==> src/rtl/uart_tx_word_arbiter_pkg.sv <==
// Shared types and helpers for the UART word arbiter.
package uart_arb_pkg;

  typedef enum logic {
    IDLE = 1'b0,
    SEND = 1'b1
  } arb_state_t;

  // Number of byte-sized parts in one requester word.
  function automatic int unsigned parts(input int unsigned ws, input int unsigned wp);
    return ws / wp;
  endfunction

endpackage

==> src/rtl/uart_tx_word_arbiter_if.sv <==
// Requester bus and UART byte channel seen by the word arbiter.
interface uart_tx_word_arbiter_if #(
  parameter int unsigned N_REQ     = 4,
  parameter int unsigned WORD_SIZE = 32,
  parameter int unsigned WORD_PART = 8
);

  localparam int unsigned IDX_W = $clog2(N_REQ);

  logic [N_REQ-1:0]           req_valid;
  logic [N_REQ*WORD_SIZE-1:0] req_data;
  logic [N_REQ-1:0]           req_ready;
  logic [WORD_PART-1:0]       tx_data;
  logic                       tx_valid;
  logic                       tx_ready;
  logic [IDX_W-1:0]           grant_id;
  logic                       busy;

  // Arbiter side.
  modport master (
    input  req_valid, req_data, tx_ready,
    output req_ready, tx_data, tx_valid, grant_id, busy
  );

  // Producer / UART side.
  modport slave (
    output req_valid, req_data, tx_ready,
    input  req_ready, tx_data, tx_valid, grant_id, busy
  );

endinterface

==> src/rtl/uart_tx_word_arbiter_rr_arbiter.sv <==
// Round-robin picker: first active request at or above ptr, wrapping mod N_REQ.
module rr_arbiter #(
  parameter int unsigned N_REQ = 4
) (
  input  logic [N_REQ-1:0]         req,
  input  logic [$clog2(N_REQ)-1:0] ptr,
  output logic [N_REQ-1:0]         grant,
  output logic [$clog2(N_REQ)-1:0] grant_idx,
  output logic                     any
);

  localparam int unsigned IDX_W = $clog2(N_REQ);

  int unsigned cand;
  logic        found;

  // Rotating priority search starting at the pointer.
  always_comb begin
    grant     = '0;
    grant_idx = '0;
    found     = 1'b0;
    cand      = 0;
    any       = |req;
    for (int unsigned k = 0; k < N_REQ; k++) begin
      cand = (32'(ptr) + k) % N_REQ;
      if (!found && req[IDX_W'(cand)]) begin
        found     = 1'b1;
        grant_idx = IDX_W'(cand);
      end
    end
    if (found) begin
      grant[grant_idx] = 1'b1;
    end
  end

endmodule

==> src/rtl/uart_tx_word_arbiter.sv <==
// Shares one UART byte channel between N_REQ word producers: round-robin
// grant, capture the word, send it part by part, then re-arbitrate.
module uart_tx_word_arbiter
  import uart_arb_pkg::*;
#(
  parameter int unsigned N_REQ     = 4,
  parameter int unsigned WORD_SIZE = 32,
  parameter int unsigned WORD_PART = 8,
  parameter bit          MSB_FIRST = 1'b1
) (
  input logic                    clock,
  input logic                    reset,
  uart_tx_word_arbiter_if.master bus
);

  localparam int unsigned PARTS = parts(WORD_SIZE, WORD_PART);
  localparam int unsigned CNT_W = (PARTS > 1) ? $clog2(PARTS) : 1;
  localparam int unsigned IDX_W = $clog2(N_REQ);

  arb_state_t           state_q, state_nxt;
  logic [WORD_SIZE-1:0] shift_q, shift_nxt, shifted, word_sel;
  logic [CNT_W-1:0]     cnt_q, cnt_nxt;
  logic [IDX_W-1:0]     ptr_q, ptr_nxt;
  logic [IDX_W-1:0]     grant_q, grant_nxt;
  logic                 busy_q, busy_nxt;
  logic                 tx_valid_q, tx_valid_nxt;
  logic [WORD_PART-1:0] tx_data_q, tx_data_nxt;
  logic [N_REQ-1:0]     req_ready_c;

  logic [N_REQ-1:0]     arb_grant;
  logic [IDX_W-1:0]     arb_idx;
  logic                 arb_any;

  rr_arbiter #(.N_REQ(N_REQ)) u_rr (
    .req       (bus.req_valid),
    .ptr       (ptr_q),
    .grant     (arb_grant),
    .grant_idx (arb_idx),
    .any       (arb_any)
  );

  // Part that goes out first from a (possibly already shifted) word.
  function automatic logic [WORD_PART-1:0] head_part(input logic [WORD_SIZE-1:0] w);
    if (MSB_FIRST) return w[WORD_SIZE-1 -: WORD_PART];
    else           return w[WORD_PART-1:0];
  endfunction

  // Word offered by the current arbitration winner.
  assign word_sel = bus.req_data[32'(arb_idx) * WORD_SIZE +: WORD_SIZE];

  // Next state and datapath: accept in IDLE, shift out one part per transfer in SEND.
  always_comb begin
    state_nxt    = state_q;
    shift_nxt    = shift_q;
    cnt_nxt      = cnt_q;
    ptr_nxt      = ptr_q;
    grant_nxt    = grant_q;
    busy_nxt     = busy_q;
    tx_valid_nxt = tx_valid_q;
    tx_data_nxt  = tx_data_q;
    req_ready_c  = '0;
    shifted      = MSB_FIRST ? (shift_q << WORD_PART) : (shift_q >> WORD_PART);
    case (state_q)
      IDLE: begin
        req_ready_c = arb_grant;
        if (arb_any) begin
          shift_nxt    = word_sel;
          cnt_nxt      = '0;
          grant_nxt    = arb_idx;
          ptr_nxt      = (arb_idx == IDX_W'(N_REQ - 1)) ? '0 : arb_idx + IDX_W'(1);
          busy_nxt     = 1'b1;
          tx_valid_nxt = 1'b1;
          tx_data_nxt  = head_part(word_sel);
          state_nxt    = SEND;
        end
      end
      SEND: begin
        if (tx_valid_q && bus.tx_ready) begin
          if (cnt_q == CNT_W'(PARTS - 1)) begin
            shift_nxt    = '0;
            cnt_nxt      = '0;
            busy_nxt     = 1'b0;
            tx_valid_nxt = 1'b0;
            tx_data_nxt  = '0;
            state_nxt    = IDLE;
          end else begin
            shift_nxt   = shifted;
            cnt_nxt     = cnt_q + CNT_W'(1);
            tx_data_nxt = head_part(shifted);
          end
        end
      end
      default: state_nxt = IDLE;
    endcase
  end

  // FSM state register.
  always_ff @(posedge clock or posedge reset) begin
    if (reset) state_q <= IDLE;
    else       state_q <= state_nxt;
  end

  // Datapath and registered outputs.
  always_ff @(posedge clock or posedge reset) begin
    if (reset) begin
      shift_q    <= '0;
      cnt_q      <= '0;
      ptr_q      <= '0;
      grant_q    <= '0;
      busy_q     <= 1'b0;
      tx_valid_q <= 1'b0;
      tx_data_q  <= '0;
    end else begin
      shift_q    <= shift_nxt;
      cnt_q      <= cnt_nxt;
      ptr_q      <= ptr_nxt;
      grant_q    <= grant_nxt;
      busy_q     <= busy_nxt;
      tx_valid_q <= tx_valid_nxt;
      tx_data_q  <= tx_data_nxt;
    end
  end

  // Acceptance is suppressed while reset is held.
  assign bus.req_ready = reset ? '0 : req_ready_c;
  assign bus.tx_data   = tx_data_q;
  assign bus.tx_valid  = tx_valid_q;
  assign bus.grant_id  = grant_q;
  assign bus.busy      = busy_q;

endmodule

==> src/flat_wrapper.sv <==
// flat-port wrapper written by rule: the top's interface ports become plain ports
module uart_tx_word_arbiter_flat import uart_arb_pkg::*;
#(
  parameter int unsigned N_REQ     = 4,
  parameter int unsigned WORD_SIZE = 32,
  parameter int unsigned WORD_PART = 8,
  parameter bit          MSB_FIRST = 1'b1
)
  (clock, reset, bus_req_valid, bus_req_data, bus_tx_ready, bus_req_ready, bus_tx_data, bus_tx_valid, bus_grant_id, bus_busy);
  uart_tx_word_arbiter_if #(.N_REQ(N_REQ), .WORD_SIZE(WORD_SIZE), .WORD_PART(WORD_PART)) bus_i ();
  input logic clock;
  input logic reset;
  input wire logic [$bits(bus_i.req_valid)-1:0] bus_req_valid;
  input wire logic [$bits(bus_i.req_data)-1:0] bus_req_data;
  input wire logic [$bits(bus_i.tx_ready)-1:0] bus_tx_ready;
  output wire logic [$bits(bus_i.req_ready)-1:0] bus_req_ready;
  output wire logic [$bits(bus_i.tx_data)-1:0] bus_tx_data;
  output wire logic [$bits(bus_i.tx_valid)-1:0] bus_tx_valid;
  output wire logic [$bits(bus_i.grant_id)-1:0] bus_grant_id;
  output wire logic [$bits(bus_i.busy)-1:0] bus_busy;
  assign bus_i.req_valid = bus_req_valid;
  assign bus_i.req_data = bus_req_data;
  assign bus_i.tx_ready = bus_tx_ready;
  assign bus_req_ready = bus_i.req_ready;
  assign bus_tx_data = bus_i.tx_data;
  assign bus_tx_valid = bus_i.tx_valid;
  assign bus_grant_id = bus_i.grant_id;
  assign bus_busy = bus_i.busy;
  uart_tx_word_arbiter #(.N_REQ(N_REQ), .WORD_SIZE(WORD_SIZE), .WORD_PART(WORD_PART), .MSB_FIRST(MSB_FIRST)) u_core (.clock(clock), .reset(reset), .bus(bus_i));
endmodule
==> config.mk <==
export PLATFORM = sky130hd
export DESIGN_NAME = uart_tx_word_arbiter_flat
export DESIGN_NICKNAME = d
export VERILOG_FILES = /design/src/rtl/uart_tx_word_arbiter_pkg.sv /design/src/rtl/uart_tx_word_arbiter_if.sv /design/src/rtl/uart_tx_word_arbiter_rr_arbiter.sv /design/src/rtl/uart_tx_word_arbiter.sv /design/src/flat_wrapper.sv
export SDC_FILE = /design/constraint.sdc
export NUM_CORES = 1
export LEC_CHECK = 0
export CAP_MARGIN = 20
export CORE_MARGIN = 2
export CORE_UTILIZATION = 40
export DETAILED_ROUTE_END_ITERATION = 8
export DONT_BUFFER_PORTS = 1
export PLACE_DENSITY = 0.53
export SLEW_MARGIN = 30
export SYNTH_ARGS = -nofsm -noshare
export SYNTH_HDL_FRONTEND = slang
export SYNTH_HIERARCHICAL = 1
export SYNTH_SLANG_ARGS = --single-unit
==> constraint.sdc <==
create_clock -name clock -period 6.3 [get_ports clock]
set_input_delay 1.26 -clock clock [delete_from_list [all_inputs] [get_ports clock]]
set_output_delay 1.26 -clock clock [all_outputs]
set_load 0.01 [all_outputs]
==> impl_metrics.sql <==
INSERT INTO impl_metrics (metric_group, metric, value, unit) VALUES
('outcome', 'run_status', 'finished, final reports clean', ''),
('layout', 'num_antenna_cells', '0', ''),
('yosys', 'synth-async-reset-ratio', '100', '%'),
('global_routing', 'grt_max_degree', '37', ''),
('yosys', 'synth_enable_flop_cells', '0', ''),
('power_and_ir_drop', 'power', '1.14', 'mW'),
('power_and_ir_drop', 'p_leak', '1.13', 'nW'),
('die', 'fp.dieArea', '7720', 'sq um'),
('worst_setup_path', 'worst_setup_path_start_kind', 'input pin', ''),
('clock_network', 'htreeDepth', '2', ''),
('worst_setup_path', 'critPathMaxFanout', '7', ''),
('layout', 'fillCellCount', '648', ''),
('worst_setup_path', 'critical_path_arrival', '1.84', 'ns'),
('layout', 'register_area', '1000', 'sq um'),
('detailed_routing', 'drcViolationCount', '0', ''),
('clock_network', 'cts.repair.resized', '0', ''),
('yosys', 'netlist_top_cells_area', 'dfrtp_1 36%, mux4_2 24%, a221o_1 5.0%, nor4bb_1 5.0%, nand2_1 4.4%', ''),
('yosys', 'netlist_area', '2820', 'sq um'),
('clock_network', 'root_buffer', 'clkbuf_8', ''),
('worst_setup_path', 'setup.worst_path.end_class', 'primary output', ''),
('power_and_ir_drop', 'power.share.switching', '36.3', '%'),
('detailed_routing', 'route.detailed.vias_per_inst', '6.21', ''),
('detailed_routing', 'wire_per_inst', '22.2', 'um'),
('timing', 'finalHoldViolations', '0', ''),
('die', 'dieHeight', '87.9', 'um'),
('layout', 'num-nets-final', '360', ''),
('timing', 'timing.setup.tns', '0', 'ns'),
('die', 'area_inside_the_core_boundary', '6790', 'sq um'),
('yosys', 'synthMostInstantiatedCell', 'dfrtp_1', ''),
('layout', 'area_delta_synth_final', '3.96', '%'),
('yosys', 'postSynthRegisterBits', '40', ''),
('layout', 'layout-drive-gt1-share', '21.0', '%'),
('clock_network', 'clkSinkCount', '40', ''),
('clock_network', 'cts-hold-fix-buffers', '0', ''),
('detailed_routing', 'final_antenna_net_count', '0', ''),
('timing', 'fin_ws', '3.20', 'ns'),
('clock_network', 'cts_buffers', '5', ''),
('timing', 'maxSlewViolCount', '0', ''),
('timing', 'rsz0062_at_grt', 'no', ''),
('clock_network', 'cts_post_setup_buffers_inserted', '0', ''),
('global_routing', 'antenna_violations_before_repair', '0', ''),
('yosys', 'netlist.top_cell.by_area', 'dfrtp_1', ''),
('timing', 'report.final.setup_viol', '0', ''),
('clock_network', 'clock_latency', '0.28', 'ns'),
('clock_network', 'tritoncts_clock_tree', 'done', ''),
('power_and_ir_drop', 'cellInternalPower', '728', 'uW'),
('yosys', 'synthTopCellsByCount', '40 x dfrtp_1, 33 x nand2_1, 30 x mux4_2', ''),
('timing', 'layout_worst_path_cycle_share', '49.2', '%'),
('clock_network', 'clkTransAtPathRegs', '0.07', 'ns'),
('yosys', 'syn-mean-instance-area', '11.8', 'sq um'),
('yosys', 'yosys.cell_types.count', '35', ''),
('detailed_routing', 'dr_total_vias', '1988', ''),
('placement', 'placedCellCount', '312', ''),
('detailed_routing', 'drt_iter0_markers', '135', ''),
('placement', 'portBuffers', '0', ''),
('timing', 'worstMarginPinSlew', '0.772', 'ns'),
('global_routing', 'grt_pass1_vias', '2059', ''),
('power_and_ir_drop', 'netSwitchingPower', '415', 'uW'),
('timing', 'skew', '0.00373', 'ns'),
('yosys', 'yosysSeqAreaShare', '35.6', '%'),
('placement', 'place.gp.congestion', '0.734', ''),
('worst_setup_path', 'worst-endpoint-required', '5.04', 'ns'),
('yosys', 'ys.flop_type', 'dfrtp_1', ''),
('timing', 'max_freq', '323', 'MHz'),
('power_and_ir_drop', 'p_clk_share', '15.2', '%'),
('die', 'row_count', '30', ''),
('clock_network', 'max-clock-path-buffers', '2', ''),
('timing', 'final.min_clock_period', '3.10', 'ns'),
('worst_setup_path', 'worstSetupPathType', 'in2out', ''),
('power_and_ir_drop', 'ir_worst_vdd', '119', 'uV'),
('layout', 'layout.cells.non_filler', '320', '');
cells by family after synthesis:
| logic type | Yosys count | synth area share, % |
|---|---|---|
| buf+inv | 32 | 6.76 |
| mux | 33 | 26.3 |
| fa+ha+maj | 2 | 0.889 |
| compound gates | 50 | 14.7 |
| simple gates | 82 | 15.9 |
| flops | 40 | 35.6 |
sequential cells by signal, indices dropped and copies added, names as in the netlist:
register and flops:
u_core/bus.tx_data 8, u_core/ptr_q 2, u_core/state_q 1, u_core/cnt_q 2
u_core/bus.tx_valid 1, u_core/bus.grant_id 2, u_core/shift_q 24
metrics by stage:
step / instance area [sq um] / hold WS (ns)
after detailed placement: 2840 / 0.484
after CTS: 2930 / 0.504
after global routing: 2930 / 0.516
after global placement: 2810 / 0.481
final: 2930 / 0.499
after floorplan: 2820 / 0.463
power by group through the flow:
| stage | clock network [mW] | registers [mW] | logic [mW] |
|---|---|---|---|
| floorplan | 0 | 0.413 | 0.491 |
| global placement | 0 | 0.449 | 0.510 |
| detailed placement | 0 | 0.451 | 0.532 |
| CTS | 0.179 | 0.445 | 0.533 |
| global route | 0.192 | 0.459 | 0.575 |
| finish | 0.174 | 0.443 | 0.526 |
cell usage in the layout (no fill, tap or decap), types with 2 or more instances in the layout:
cell type   n
a21oi_1     3
a221o_1    14
a22o_1      9
and2_1      4
buf_4       3
clkbuf_1    2
clkbuf_8    6
dfrtp_1    40
ha_1        2
inv_1       4
mux4_1      2
mux4_2     30
nand2_1    33
nand2b_1    3
nand3_1    13
nor2_1      8
nor2b_1     2
nor3_1      2
nor4bb_1   14
o211ai_1   10
o21ai_0     3
final cells by class:
type                    instances  share of cell area, %
inverters                       5                  0.641
multi-input cells             167                   56.3
flip-flops and latches         40                   34.2
repair buffers                  4                   1.71
clock buffers                   8                   3.08
well taps                      96                   4.10
routing by layer:
layer	track usage, %	vias up	share of wire [%]	routed length, um
met4	5.73	0	1.6	111
li1	-	917	-	-
met5	0	-	0	0
met2	31.8	93	51	3610
met3	5.18	9	6.9	489
met1	23.4	969	41	2910
critical path, cell delays in order:
cell,delay (ns)
nand2b_2,0.08
a21oi_2,0.08
a211oi_1,0.22
and2_1,0.20
final timing paths:
check	from	endpoint	slack [ns]	cells past startpoint
worst max-delay path	bus_req_valid[0]	bus_req_ready[3]	3.20	4
min in group asynchronous	reset	u_core/bus.tx_data[6]	0.80	1
worst min register to register	u_core/shift_q[5]	u_core/shift_q[5]	0.50	1
max in group asynchronous	reset	u_core/bus.tx_data[4]	4.81	2
worst min-delay path	u_core/shift_q[5]	u_core/shift_q[5]	0.50	1
worst max register to register	u_core/ptr_q[0]	u_core/shift_q[22]	3.68	6
Note: power is estimated with default switching activity, not from simulation.
